===== src/rtl/spi_dev_dispatch.sv =====
// Routes SPI device transactions to N_EP endpoints: first byte {id, op} selects the endpoint,
// later bytes go to it as payload. Optional `SPI_DISPATCH_BCAST_EN makes id 4'hF a broadcast.
module spi_dev_dispatch #(
  parameter int N_EP  = 4,
  parameter int LEN_W = 8
) (
  input  logic              clk,
  input  logic              rst,
  input  logic [7:0]        pw_wdata,
  input  logic              pw_wcmd,
  input  logic              pw_wstb,
  input  logic              pw_end,
  output logic [7:0]        usr_miso_data,
  input  logic              usr_miso_ack,
  output logic [7:0]        ep_wdata,
  output logic [3:0]        ep_op,
  output logic [N_EP-1:0]   ep_start,
  output logic [N_EP-1:0]   ep_wstb,
  output logic [N_EP-1:0]   ep_end,
  input  logic [8*N_EP-1:0] ep_rdata,
  output logic [N_EP-1:0]   ep_rack,
  output logic [LEN_W-1:0]  xfer_len,
  output logic              xfer_done,
  output logic [7:0]        err_cnt
);

  typedef enum logic [1:0] {IDLE, DATA, DISCARD} state_t;

  state_t           state;
  logic [3:0]       sel;
  logic [LEN_W-1:0] count;
  logic [LEN_W-1:0] count_inc;
  logic             bcast;
  logic [3:0]       cmd_id;
  logic             id_ok;
  logic [N_EP-1:0]  sel_mask;
  logic [N_EP-1:0]  id_mask;

  assign cmd_id    = pw_wdata[7:4];
  assign id_ok     = int'(cmd_id) < N_EP;
  assign count_inc = (count == {LEN_W{1'b1}}) ? count : count + LEN_W'(1);

`ifndef SPI_DISPATCH_BCAST_EN
  assign bcast = 1'b0;
`endif

  // A broadcast transaction selects every endpoint at once.
  always_comb begin
    sel_mask = '0;
    id_mask  = '0;
    for (int i = 0; i < N_EP; i++) begin
      sel_mask[i] = bcast | (sel == 4'(i));
      id_mask[i]  = (cmd_id == 4'(i));
    end
  end

  // MISO returns idle-high except while a single endpoint owns the transaction.
  always_comb begin
    usr_miso_data = 8'hFF;
    ep_rack       = '0;
    if (state == DATA && !bcast) begin
      for (int i = 0; i < N_EP; i++) begin
        if (sel == 4'(i)) usr_miso_data = ep_rdata[8*i +: 8];
      end
      ep_rack = usr_miso_ack ? sel_mask : '0;
    end
  end

  always_ff @(posedge clk or posedge rst) begin
    if (rst) begin
      state     <= IDLE;
      sel       <= '0;
      count     <= '0;
      ep_op     <= '0;
      ep_wdata  <= '0;
      ep_start  <= '0;
      ep_wstb   <= '0;
      ep_end    <= '0;
      xfer_len  <= '0;
      xfer_done <= 1'b0;
      err_cnt   <= '0;
`ifdef SPI_DISPATCH_BCAST_EN
      bcast     <= 1'b0;
`endif
    end else begin
      ep_start  <= '0;
      ep_wstb   <= '0;
      ep_end    <= '0;
      xfer_done <= 1'b0;
      if (pw_wstb && pw_wcmd) begin
        // A command arriving mid-transaction closes the old one in the same cycle.
        if (state == DATA) begin
          ep_end    <= sel_mask;
          xfer_len  <= count;
          xfer_done <= 1'b1;
        end
        if (id_ok) begin
          state    <= DATA;
          sel      <= cmd_id;
          ep_op    <= pw_wdata[3:0];
          ep_start <= id_mask;
          count    <= '0;
`ifdef SPI_DISPATCH_BCAST_EN
          bcast    <= 1'b0;
        end else if (cmd_id == 4'hF) begin
          state    <= DATA;
          ep_op    <= pw_wdata[3:0];
          ep_start <= '1;
          count    <= '0;
          bcast    <= 1'b1;
`endif
        end else begin
          state <= DISCARD;
          if (err_cnt != 8'hFF) err_cnt <= err_cnt + 8'd1;
`ifdef SPI_DISPATCH_BCAST_EN
          bcast <= 1'b0;
`endif
        end
      end else if (state == DATA) begin
        if (pw_wstb) begin
          ep_wdata <= pw_wdata;
          ep_wstb  <= sel_mask;
          count    <= count_inc;
        end
        if (pw_end) begin
          ep_end    <= sel_mask;
          xfer_len  <= pw_wstb ? count_inc : count;
          xfer_done <= 1'b1;
          state     <= IDLE;
        end
      end else if (state == DISCARD && pw_end) begin
        state <= IDLE;
      end
    end
  end

endmodule


===== config.mk =====
export PLATFORM = sky130hd
export DESIGN_NAME = spi_dev_dispatch
export DESIGN_NICKNAME = d
export VERILOG_FILES = /design/src/rtl/spi_dev_dispatch.sv
export SDC_FILE = /design/constraint.sdc
export NUM_CORES = 1
export LEC_CHECK = 0
export CAP_MARGIN = 20
export CORE_MARGIN = 8
export CORE_UTILIZATION = 49
export CTS_BUF_LIST = sky130_fd_sc_hd__clkbuf_4 sky130_fd_sc_hd__clkbuf_8
export CTS_CLUSTER_SIZE = 12
export DETAILED_ROUTE_END_ITERATION = 8
export PLACE_DENSITY = 0.87
export SLEW_MARGIN = 30
export SYNTH_ARGS = -nofsm -noshare
export SYNTH_HDL_FRONTEND = slang
export SYNTH_SLANG_ARGS = --single-unit
export TNS_END_PERCENT = 5

===== constraint.sdc =====
create_clock -name clk -period 3.6 [get_ports clk]
set_input_delay 0.72 -clock clk [delete_from_list [all_inputs] [get_ports clk]]
set_output_delay 0.72 -clock clk [all_outputs]
set_load 0.02 [all_outputs]

-- After elaboration in Yosys (flattened, before gate mapping)
Cells that the tools add are included.
Widths: inputs -> output; s select.
- register bits after elaboration: 55
- input port bits: 46
- output and inout port bits: 53
- word-level logic and storage cells: 75
- add/sub/neg operators: 2
- $lt $le $gt $ge: 1
- eq/ne operators: 12
- multiplexer cells: 34
- bitwise operators: 2
- reductions and logical operators: 13
- operator list (kind ; number):
    $mux 8 ; 14
    $mux 4 ; 11
    $add 8x1->8 const B ; 2
    $eq 4x2->1 const B ; 4
    $mux 2 ; 5
    $eq 4x1->1 const B ; 2
    $eq 8x8->1 const B ; 1
    $logic_not 4->1 ; 2
    $ne 8x8->1 const B ; 1
    $reduce_and 2->1 ; 4
    $reduce_and 3->1 ; 2
    $lt 4x3->1 const B ; 1
    $mux 1 ; 4
    $reduce_bool 2->1 ; 2
    $ne 3x2->1 const B ; 1
    $reduce_bool 3->1 ; 1
    $eq 2x1->1 const B ; 1
    $eq 2x2->1 const B ; 1
    $logic_and 1x1->1 ; 2
    $ne 2x2->1 const B ; 1
    $not 1->1 ; 2

-- Longest topological paths before layout
- word-level depth: 6
- gate-level depth with buffers: 6
- gate-level depth less buffers: 5

-- Worst setup path before layout
No wires, ideal clock.
- kind: register to output
- from: register state[1]
- to: output ep_rack[2]
- arrival time: 1485 ps
- data required time: 2880 ps
- slack: 1395 ps
- stages on the path, launching flop included: 5
- buffers on the path: 1
- path through: dfrtp_1 > and2b_1 > clkbuf_1 > nand2_1 > nor3_1
- cells in the longest elaborated chain, start to end: 2
- ends and longest elaborated chain (item ; line ; text):
    start: declaration ; 29 ; state_t state;
    start signal: assignment ; 71 ; state <= IDLE;
    start signal: assignment ; 98 ; state <= DATA;
    start signal: assignment ; 113 ; state <= DISCARD;
    $eq 2x1->1 ; 61 ; if (state == DATA && !bcast) begin
    $mux 4 ; 61 ;
    end: declaration ; 21 ; output logic [N_EP-1:0] ep_rack,
Every way passes these cells.

-- Worst setup path after layout
- from: input ep_rdata[21]
- to: output usr_miso_data[5]
- cells in the longest elaborated chain, start to end: 3
- ends and longest elaborated chain (item ; line ; text):
    start: declaration ; 20 ; input logic [8*N_EP-1:0] ep_rdata,
    $mux 8 (2 in a row) ; 63 ; if (sel == 4'(i)) usr_miso_data = ep_rdata[8*i +: 8];
    $mux 8 ; 61 ;
    end: declaration ; 13 ; output logic [7:0] usr_miso_data,
Every way passes these cells.

==> out/metrics.cfg <==
[status]
status = completed

[synthesis]
syn_area_um2 = 2680
ys_async_sr_fraction_pct = 100
synth_cell_types = 46
ys.warnings.count = 0
synth_edf_count = 0
synth_top_area_share_pct = 51.4
ys_seq_area_share_pct = 51.4
yosys-top-cells-area = dfrtp_1 (51%), nand2_1 (5.3%), mux2_1 (3.4%)
syn_avg_cell_area_um2 = 9.81
synth.largest_area_cell = dfrtp_1
postSynthCellCount = 273
ys.flop_type = dfrtp_1
syn-num-nets = 321
synth_seq_cells = 55

[worst_setup_path]
path_class = input pin to primary output
cp-startpoint = ep_rdata[21]
start_kind = input pin
cp-end-kind = primary output
crit_end = usr_miso_data[5]
cp.arrival_ns = 2.22
cp_max_fo = 1
r2r_cells = 5
rrSetupSlack_ns = 1.83
critPathRequiredTime_ns = 2.88
worstReg2RegEnd = xfer_len[3]
r2r-start = count[0]

[finish]
final_common_cell = clkdlybuf4s50_1
fin_nets = 411
drive_gt1_share_pct = 5.49
instances_no_fill = 436
mostFrequentLayoutCells = clkdlybuf4s50_1 (98), dfrtp_1 (55), nand2_1 (38)
stdcell_area_um2 = 3790
diodes = 0
syn_to_final_growth_pct = 41.4

[drt]
drc = 0
wl_um = 7390
post_drt_via_cell_ratio = 5.55
drtIter0Drc = 87
num_vias = 2419
routedWlPerCell_um = 17.0
ant_nets = 0
firstDrtPassIters = 4

[clock_network]
clock_latency_ns = 0.31
cts_buffer_depth = 2
clkTransAtPathRegs_ns = 0.09
cts_resized = 0
htreeDepth = 2
tritoncts = built
cts-root-buf = clkbuf_8
post_cts_buffers = 0
cts_made_buffers = 5
clock_sinks = 55
holdBufCountCts = 0

[pwr]
peakVddDrop_mv = 0.387
p_int_uw = 1210
p_per_area_nw_per_um2 = 482
power_frac_comb_pct = 35.5
p_leak_uw = 0.00158
clkPwrFrac_pct = 19.7
p_sw_share_pct = 33.8
switching_power_uw = 616
total_power_uw = 1820
power_frac_seq_pct = 44.8

[timing]
slew_headroom_pct = 56.4
setup_violations = 0
fmax_mhz = 340
tightest_slew_ns = 0.653
finalHoldViolCount = 0
layout_min_cycle_time_ns = 2.94
fin_setup_tns_ns = 0
timing.final.crit_share_pct = 81.6
final.setup_skew_ns = 0.0112
drv_slew = 0
rsz0062_at_grt = no
finalWorstSetupSlack_ns = 0.663

[floorplanning]
rows = 27
ios = 99
design.core.area_um2 = 5410
die_w_um = 89.9
die_y_um = 89.9
dieArea_um2 = 8090
initial_utilization_pct = 49.5

[place]
finalWeightedCongestion = 0.854
placed_area_um2 = 3690
dp.cells = 428
dpl.hpwl_um = 5740
dpl_worst_slack_ns = 0.644
io_buffers = 98

[global_route]
grt_first_pass_wirelength_um = 12400
grt_pass1_vias = 2483
grt_max_degree = 29
overflow = 0
track_usage_pct = 18.3
antenna_found_initial = 0

[worst_hold_path]
holdCritStartpoint = xfer_len[0]
hold_path_class = register to register

[run]
maxCapViolations = 0

[metrics by stage]
stage	utilization, %	hold WS, ns
3_3_place_gp	68.2	0.460
4_1_cts	70.1	0.496
5_1_grt	70.1	0.518
2_1_floorplan	-	0.478
3_5_place_dp	68.2	0.471
6_report	70.1	0.487
[area by class of cell]
class / count / area, µm²
Sequential cell: 55 / 1380
Multi-Input combinational cell: 196 / 1200
Inverter: 4 / 15.0
Clock buffer: 7 / 90.1
Tap cell: 72 / 90.1
Timing Repair Buffer: 101 / 1000
Fill cell: 404 / 1620
Clock inverter: 1 / 8.76
[how the worst min path moves through the flow]
stage,to,cells after the start
detailed placement,ep_op[0],2
global route,xfer_len[3],2
finish,xfer_len[0],2
floorplan,sel[3],1
CTS,xfer_len[0],2
global placement,ep_op[0],2
[flip-flops by register name (all words and copies together), names as in the netlist]
register and flops:
err_cnt 8, state 2, ep_wstb 4, ep_end 4
ep_op 4, xfer_len 8, xfer_done 1, ep_start 4
sel 4, count 8, ep_wdata 8
[cell usage after synthesis (2+ instances only)]
| library cell | instances |
|---|---|
| o21ai_1 | 9 |
| a31oi_1 | 3 |
| clkbuf_1 | 7 |
| o21ai_2 | 2 |
| o21ai_0 | 13 |
| buf_2 | 9 |
| mux2i_1 | 3 |
| a211oi_1 | 10 |
| o311ai_1 | 3 |
| nand4_1 | 5 |
| ha_1 | 2 |
| a21oi_1 | 3 |
| a21o_1 | 2 |
| nor2b_1 | 8 |
| nor3_1 | 8 |
| o22ai_1 | 8 |
| and3_1 | 3 |
| o211ai_1 | 2 |
| and2b_1 | 2 |
| nand2b_1 | 3 |
| nor2_1 | 18 |
| dfrtp_1 | 55 |
| nand2_1 | 38 |
| inv_1 | 3 |
| mux2_1 | 8 |
| xor2_1 | 3 |
| nor3b_1 | 2 |
| nand3_1 | 12 |
| and4_1 | 3 |
| xnor2_1 | 6 |
| and2_1 | 5 |
[cells by family after synthesis]
logic type	count (synthesis)	synth area share [%]
DFF	55	51.4
xor gates and xnor gates	9	2.94
buffers and inverters	22	3.64
adders and majority gates	2	0.934
and+or+nand+nor	113	21.4
AOI/OAI and AO/OA	60	14.8
muxes	12	4.91
[layer usage]
metal / wire length, µm / track usage [%] / vias up
li1: - / - / 1144
met1: 3170 / 22.3 / 1167
met2: 3630 / 31.5 / 99
met3: 502 / 4.49 / 9
met4: 89 / 4.72 / 0
met5: 0 / 0 / -
[worst max-delay path: stages]
cell and delay, ns:
clkdlybuf4s50_1 0.46, nor2b_1 0.14, a211oi_1 0.06, o21ai_0 0.20
clkdlybuf4s50_1 0.64
[power by group through the flow]
stage	clock network (µW)	logic, µW	registers, µW
after floorplan	0	232	929
after global placement	0	640	824
after detailed placement	0	657	831
after CTS	370	658	819
after global routing	393	696	836
final	359	647	818
Note: power is estimated with default switching activity, not from simulation.
